<file path="src/rtl/control_sequencer.sv">
// Fetch/decode/execute control unit: walks RESET -> T0..T7 -> (T0 | HALT) and
// decodes the datapath strobes from the current step, the opcode and the memory/branch flags.
module control_sequencer #(
    parameter int DATA_WIDTH      = 32,
    parameter bit HALT_ON_ILLEGAL = 1'b1
) (
    input  logic                  clock,
    input  logic                  clear,
    input  logic [DATA_WIDTH-1:0] ir,
    input  logic                  con_ff,
    input  logic                  mem_ready,
    output logic                  pc_out,
    output logic                  pc_in,
    output logic                  inc_pc,
    output logic                  mar_in,
    output logic                  mdr_in,
    output logic                  mdr_out,
    output logic                  read,
    output logic                  write,
    output logic                  ir_in,
    output logic                  y_in,
    output logic                  z_in,
    output logic                  z_low_out,
    output logic                  gra,
    output logic                  grb,
    output logic                  grc,
    output logic                  r_in,
    output logic                  r_out,
    output logic                  ba_out,
    output logic                  c_out,
    output logic                  con_in,
    output logic [4:0]            alu_op,
    output logic                  run,
    output logic                  illegal
);

    typedef enum logic [1:0] {PH_RESET, PH_RUN, PH_HALT} phase_t;
    typedef enum logic [3:0] {
        C_LD, C_LDI, C_ST, C_RALU, C_IALU, C_BR, C_JR, C_NOP, C_HALT, C_ILLEGAL
    } op_class_t;

    phase_t     phase;
    logic [2:0] step;
    logic       illegal_hold;
    op_class_t  op_class;
    logic [4:0] opcode;
    logic       unused_ir;

    assign opcode    = ir[31:27];
    assign unused_ir = ^ir;

    always_comb begin
        op_class = C_ILLEGAL;
        if (opcode == 5'b00000)                           op_class = C_LD;
        else if (opcode == 5'b00001)                      op_class = C_LDI;
        else if (opcode == 5'b00010)                      op_class = C_ST;
        else if (opcode >= 5'b00011 && opcode <= 5'b01011) op_class = C_RALU;
        else if (opcode >= 5'b01100 && opcode <= 5'b01110) op_class = C_IALU;
        else if (opcode == 5'b10011)                      op_class = C_BR;
        else if (opcode == 5'b10100)                      op_class = C_JR;
        else if (opcode == 5'b11010)                      op_class = C_NOP;
        else if (opcode == 5'b11011)                      op_class = C_HALT;
    end

    // Only T1, T6 (ld) and T7 (st) can stall; every sequence returns to T0 explicitly.
    always_ff @(posedge clock) begin
        if (!clear) begin
            phase        <= PH_RESET;
            step         <= 3'd0;
            illegal_hold <= 1'b0;
        end else begin
            case (phase)
                PH_RESET: begin
                    phase <= PH_RUN;
                    step  <= 3'd0;
                end
                PH_HALT: phase <= PH_HALT;
                default: begin
                    case (step)
                        3'd0: step <= 3'd1;
                        3'd1: if (mem_ready) step <= 3'd2;
                        3'd2: step <= 3'd3;
                        3'd3: begin
                            case (op_class)
                                C_NOP, C_JR: step <= 3'd0;
                                C_HALT:      phase <= PH_HALT;
                                C_ILLEGAL: begin
                                    if (HALT_ON_ILLEGAL) begin
                                        phase        <= PH_HALT;
                                        illegal_hold <= 1'b1;
                                    end else begin
                                        step <= 3'd0;
                                    end
                                end
                                default:     step <= 3'd4;
                            endcase
                        end
                        3'd4: step <= 3'd5;
                        3'd5: begin
                            if (op_class == C_LD || op_class == C_ST || op_class == C_BR)
                                step <= 3'd6;
                            else
                                step <= 3'd0;
                        end
                        3'd6: begin
                            if (op_class == C_BR)                      step <= 3'd0;
                            else if (op_class == C_ST || mem_ready)    step <= 3'd7;
                        end
                        default: if (op_class == C_LD || mem_ready) step <= 3'd0;
                    endcase
                end
            endcase
        end
    end

    always_comb begin
        pc_out = 1'b0; pc_in = 1'b0; inc_pc = 1'b0; mar_in = 1'b0;
        mdr_in = 1'b0; mdr_out = 1'b0; read = 1'b0; write = 1'b0; ir_in = 1'b0;
        y_in = 1'b0; z_in = 1'b0; z_low_out = 1'b0; gra = 1'b0; grb = 1'b0;
        grc = 1'b0; r_in = 1'b0; r_out = 1'b0; ba_out = 1'b0; c_out = 1'b0;
        con_in = 1'b0; alu_op = 5'b00000;
        run     = (phase == PH_RUN);
        illegal = illegal_hold;
        if (phase == PH_RUN) begin
            case (step)
                3'd0: begin pc_out = 1'b1; mar_in = 1'b1; inc_pc = 1'b1; z_in = 1'b1; end
                3'd1: begin z_low_out = 1'b1; read = 1'b1; mdr_in = 1'b1; pc_in = mem_ready; end
                3'd2: begin mdr_out = 1'b1; ir_in = 1'b1; end
                3'd3: begin
                    case (op_class)
                        C_RALU, C_IALU:    begin grb = 1'b1; r_out = 1'b1; y_in = 1'b1; end
                        C_LD, C_LDI, C_ST: begin grb = 1'b1; ba_out = 1'b1; y_in = 1'b1; end
                        C_BR:              begin gra = 1'b1; r_out = 1'b1; con_in = 1'b1; end
                        C_JR:              begin gra = 1'b1; r_out = 1'b1; pc_in = 1'b1; end
                        C_ILLEGAL:         illegal = 1'b1;
                        default:           ;
                    endcase
                end
                3'd4: begin
                    case (op_class)
                        C_RALU: begin grc = 1'b1; r_out = 1'b1; z_in = 1'b1; alu_op = opcode; end
                        C_IALU: begin
                            c_out = 1'b1; z_in = 1'b1;
                            alu_op = (opcode == 5'b01100) ? 5'b00011 :
                                     (opcode == 5'b01101) ? 5'b00101 : 5'b00110;
                        end
                        C_LD, C_LDI, C_ST: begin c_out = 1'b1; z_in = 1'b1; alu_op = 5'b00011; end
                        C_BR:              begin pc_out = 1'b1; y_in = 1'b1; end
                        default:           ;
                    endcase
                end
                3'd5: begin
                    case (op_class)
                        C_LD, C_ST: begin z_low_out = 1'b1; mar_in = 1'b1; end
                        C_BR:       begin c_out = 1'b1; z_in = 1'b1; alu_op = 5'b00011; end
                        default:    begin z_low_out = 1'b1; gra = 1'b1; r_in = 1'b1; end
                    endcase
                end
                3'd6: begin
                    case (op_class)
                        C_LD:    begin read = 1'b1; mdr_in = 1'b1; end
                        C_ST:    begin gra = 1'b1; r_out = 1'b1; mdr_in = 1'b1; end
                        default: begin z_low_out = 1'b1; pc_in = con_ff; end
                    endcase
                end
                default: begin
                    if (op_class == C_LD) begin
                        mdr_out = 1'b1; gra = 1'b1; r_in = 1'b1;
                    end else begin
                        write = 1'b1;
                    end
                end
            endcase
        end
    end

endmodule

</file>
<file path="config.mk">
export PLATFORM = sky130hd
export DESIGN_NAME = control_sequencer
export DESIGN_NICKNAME = d
export VERILOG_FILES = /design/src/rtl/control_sequencer.sv
export SDC_FILE = /design/constraint.sdc
export NUM_CORES = 1
export LEC_CHECK = 0
export ABC_CLOCK_PERIOD_IN_PS = 2100
export BUFFER_PORTS_ARGS = -buffer_cell sky130_fd_sc_hd__buf_2
export CAP_MARGIN = 20
export CORE_MARGIN = 3
export CORE_UTILIZATION = 44
export CTS_CLUSTER_SIZE = 16
export DETAILED_ROUTE_END_ITERATION = 12
export PLACE_DENSITY = 0.91
export SYNTH_ARGS = -nofsm -noshare
export SYNTH_HDL_FRONTEND = slang
export SYNTH_SLANG_ARGS = --single-unit
</file>
<file path="constraint.sdc">
create_clock -name clock -period 2.1 [get_ports clock]
set_clock_uncertainty 0.15 [all_clocks]
set_input_delay 0 -clock clock [delete_from_list [all_inputs] [get_ports clock]]
set_output_delay 0 -clock clock [all_outputs]
set_load 0.05 [all_outputs]
</file>
-- Word level (Yosys, flattened, before mapping)
Cells that the tools add are included.
W data, S select, Z words.
- register bits after elaboration: 6
- bits of input ports: 36
- word-level logic and storage cells: 150
- $lt $le $gt $ge: 4
- equal/unequal tests: 28
- multiplexer cells: 85
- bitwise operators: 1
- reductions and logical operators: 29
- operators by type and width (operator ; count):
    $mux W1 ; 47
    $mux W4 ; 8
    $pmux W3 S7 ; 1
    $eq A5 B5 Y1 const B ; 4
    $mux W3 ; 6
    $eq A4 B3 Y1 const B ; 4
    $pmux W1 S2 ; 8
    $pmux W5 S3 ; 1
    $pmux W1 S3 ; 4
    $pmux W3 S2 ; 2
    $reduce_or A4 Y1 ; 3
    $reduce_or A6 Y1 ; 2
    $eq A5 B4 Y1 const B ; 2
    $le A5 B4 Y1 const B ; 2
    $pmux W5 S2 ; 1
    $reduce_or A2 Y1 ; 5
    $eq A3 B3 Y1 const B ; 3
    $reduce_bool A9 Y1 ; 1
    $eq A4 B2 Y1 const B ; 2
    $eq A4 B4 Y1 const B ; 2
    $mux W2 ; 4
    $reduce_or A7 Y1 ; 1
    $eq A3 B2 Y1 const B ; 2
    $ne A3 B2 Y1 const B ; 2
    24 further kinds ; 30

-- Depth between registers and ports, before layout
- depth after elaboration: 16
- depth in mapped cells: 7
- gate-level depth less buffers: 5

-- Worst setup path after synthesis
No wires, ideal clock.
- path kind: register to output
- from: register step[2]
- to: output port ba_out
- data arrival time: 2.729 ns
- required time: 1.950 ns
- path slack: -0.779 ns
- stages on the path, launching flop included: 7
- cell sequence: dfxtp_1 buf_2 nor2b_1 and2_1 clkbuf_1 nand2_1 nor4b_1
- word-level cells in the longest chain between the ends: 3
- RTL lines (item ; RTL line ; text):
    from (decl) ; 43 ; logic [2:0] step;
    from (signal assigned) ; 69 ; step <= 3'd0;
    from (signal assigned) ; 75 ; step <= 3'd0;
    from (signal assigned) ; 80 ; 3'd0: step <= 3'd1;
    $eq A3 B2 Y1 ; 125 ; case (step)
    $mux W1 ; 125 ;
    $mux W1 ; 124 ; if (phase == PH_RUN) begin
    to (decl) ; 29 ; output logic ba_out,
No other way between the ends.

-- Worst setup path in the final report
- from: register step[1]
- to: output port read
- word-level cells in the longest chain between the ends: 3
- elaborated cells on any way between the ends: 4
- RTL lines (item ; RTL line ; text):
    $eq A3 B3 Y1 or $eq A3 B1 Y1 (tied branches) ; 125 ;
    $pmux W1 S2 * ; 125 ;
    $mux W1 * ; 124 ;
    to (decl) ; 18 ; output logic read,
Mark *: on every way between the ends. The rest lies on a longest branch, timed or not.

==> impl_metrics.yaml <==
pwr:
  power_per_cell_area_nw_per_um2: 315
  p_leak_nw: 0.591
  vdd_ir_drop_max_uv: 372
routing:
  met3_length_um: 234
  wl_met2_mm: 1.55
  drc: 0
  wl_per_cell_um: 13.8
  drt_first_pass_iters: 4
  wl_met1_mm: 1.22
  wl_mm: 3.05
  first_iter_violations: 55
  vias: 1302
  ant_nets: 0
  viasPerCell: 5.89
  highest_layer: "met4"
cells_and_area:
  stdcell_area_um2: 1360
  area.growth.synth_to_final_pct: 29.0
  fillers: 215
  multiInputGateArea_um2: 900
  drive_gt1_share_pct: 33.2
  post-route-util_pct: 60.4
  diodes: 0
  seq_area_um2: 120
  nNetsFinal: 231
  final_cells: 221
grt:
  grt_pass1_wl_mm: 4.87
  grt_pass1_vias: 1103
  grt_overflow_total: 0
  grt_max_degree: 21
  grtUsageTotal_pct: 21.8
  grt_antenna_before_repair: 0
outcome:
  outcome: "finished, final reports clean"
die:
  die_x_um: 55.0
  start_util_pct: 46.8
  dieArea_um2: 3020
  num_rows: 17
  ioPinCount: 63
  coreArea_um2: 2250
  die_y_um: 55.0
timing:
  final.setup.tns_ns: 0
  rsz0062_at_grt: "no"
  fmax_mhz: 505
  drv_slew: 0
  min_period_ns: 1.98
  min_period_over_period_pct: 94.3
  setup_viol: 0
  hold_viol: 0
synth:
  netlist_instances: 163
  synth-edff-count: 0
  synth_cell_types: 50
  synth-seq-area-share_pct: 11.4
  ys_dominant_reg_cell: "dfxtp_1"
  synthArstFlopShare_pct: 0
  synthTopCellsByArea: "dfxtp_1 11%, nor2_1 7.5%, a21oi_1 6.2%"
  synth.cell_area_um2: 1060
  synth_top_area_share_pct: 11.4
  synth_seq_cells: 6
  yosysWarnings: 0
  synth_fp_nets: 199
  synth_top_area_cell: "dfxtp_1"
  syn_avg_cell_area_um2: 6.48
clocking:
  clk_pin_slew_ns: 0.04
  clock_latency_ns: 0.24
  htreeDepth: 1
  cts.sinks: 6
  cts_buffers: 3
  clock-root-buffer: "clkbuf_4"
  cts_tree: "yes"
  cts_max_path_buffers: 2
placed_design:
  post-dp-hpwl_mm: 2.40
  dp.cells: 216
  io_buffer_count: 34
  gp_congestion: 0.911
  placed_area_um2: 1300
critical_path:
  startpoint_type: "register"
  worstPathRequired_ns: 1.95
  slowest_stage: "dfxtp_1"
  max_stage_delay_ns: 0.36
  crit_chain: "buf_4 > nand2b_1 > nor2_1 > inv_1 > a211oi_1 > buf_2"
  critPathKind: "reg2out"
  cp-end-kind: "output port"
  cp.arrival_ns: 1.83
  worst-path-max-fanout: 7
job:
  cap_viol_max_count: 0
min_path:
  hp-class: "in2reg"
## worst paths after layout
check                                          startpoint  depth (start not counted)                         to  slack [ns]
worst min-delay path                               ir[30]                          4      phase[1]$_SDFFE_PN0P_        0.27
worst min register to register  illegal_hold$_SDFFE_PN0N_                          2  illegal_hold$_SDFFE_PN0N_        0.35
worst max-delay path                 step[1]$_SDFFE_PN0P_                          6                       read        0.12
worst max register to register       step[1]$_SDFFE_PN0P_                          6       step[0]$_SDFFE_PN0P_        0.25
## registers in the layout, indices dropped and copies added (netlist names)
name          cells
phase             2
illegal_hold      1
step              3
## cells in the mapped netlist (3+ instances only)
cell and instances:
a21oi_1 13, a21o_1 5, clkbuf_1 6, nor2b_1 7, nand2b_1 5, nand2_1 16, o21ai_0 5, and3_1 5
dfxtp_1 6, and2_1 4, inv_1 5, buf_1 3, o21a_1 3, o211ai_1 5, nor4b_1 3, nor2_1 21
mux2i_1 4, nor3_1 3, a31oi_1 4, buf_2 6
## worst max-delay path: cells and delay by family, from the launching register on
kind / cells / cell delay (ns)
AND/OR/NAND/NOR: 2 / 0.38
buffers and inverters: 3 / 0.57
flip-flops: 1 / 0.36
AO/OA/AOI/OAI: 1 / 0.27
## where the power goes
group | switching [W] | internal [W]
combinational | 0.000139 | 0.0000663
sequential | 0.00000424 | 0.000118
clock | 0.0000381 | 0.0000644
## cells in the final DEF, fill, tap and decap left out, drive strengths merged, types with 2 or more instances in the layout
master	count
buf	43
nor2	22
nand2	16
a21oi	13
nor2b	7
dfxtp	6
inv	6
o21ai	6
nand2b	5
a21o	5
and3	5
o211ai	5
a31oi	4
mux2i	4
and2	4
clkbuf	3
o21a	3
nor3	3
nor4b	3
nand3	2
xnor2	2
dlygate4sd3	2
nor4	2
a41oi	2
## cell families after synthesis
family	after synthesis	share of synthesized area (%)
buffers and inverters	24	10.7
other	1	0.355
AND/OR/NAND/NOR	74	36.3
multiplexers	4	3.79
AO/OA/AOI/OAI	52	35.9
flip-flops	6	11.4
XOR/XNOR	2	1.66
## area by class of cell
| class | count | area share (%) |
|---|---|---|
| clock buffers | 3 | 1.65 |
| inverters | 6 | 1.65 |
| multi-input cells | 133 | 66.0 |
| well taps | 28 | 2.57 |
| flip-flops and latches | 6 | 8.82 |
| repair buffers | 45 | 19.3 |
## per-stage QoR
step | total power, W | setup WS, ns | hold slack (ns)
2_1_floorplan | 0.000280 | -0.188 | -0.0283
3_3_place_gp | 0.000319 | 0.228 | 0.131
3_5_place_dp | 0.000323 | 0.170 | 0.144
4_1_cts | 0.000434 | 0.00951 | 0.257
5_1_grt | 0.000458 | 0.0101 | 0.340
6_report | 0.000430 | 0.120 | 0.274
## per-layer routing
layer,track usage [%],vias to the layer above
met5,0,-
met4,7.69,0
met3,2.41,6
met2,36.0,59
met1,29.1,585
li1,-,652
## repair_timing
action                                  4_1_cts  5_1_grt
pin swaps                                     0        1
hold buffers                                  2        0
buffers inserted                              0        0
gates resized for setup                       2        6
endpoints found under the setup margin        2        6
hold endpoints to repair                      5        0
No activity file was read; power rests on OpenSTA's default activity.
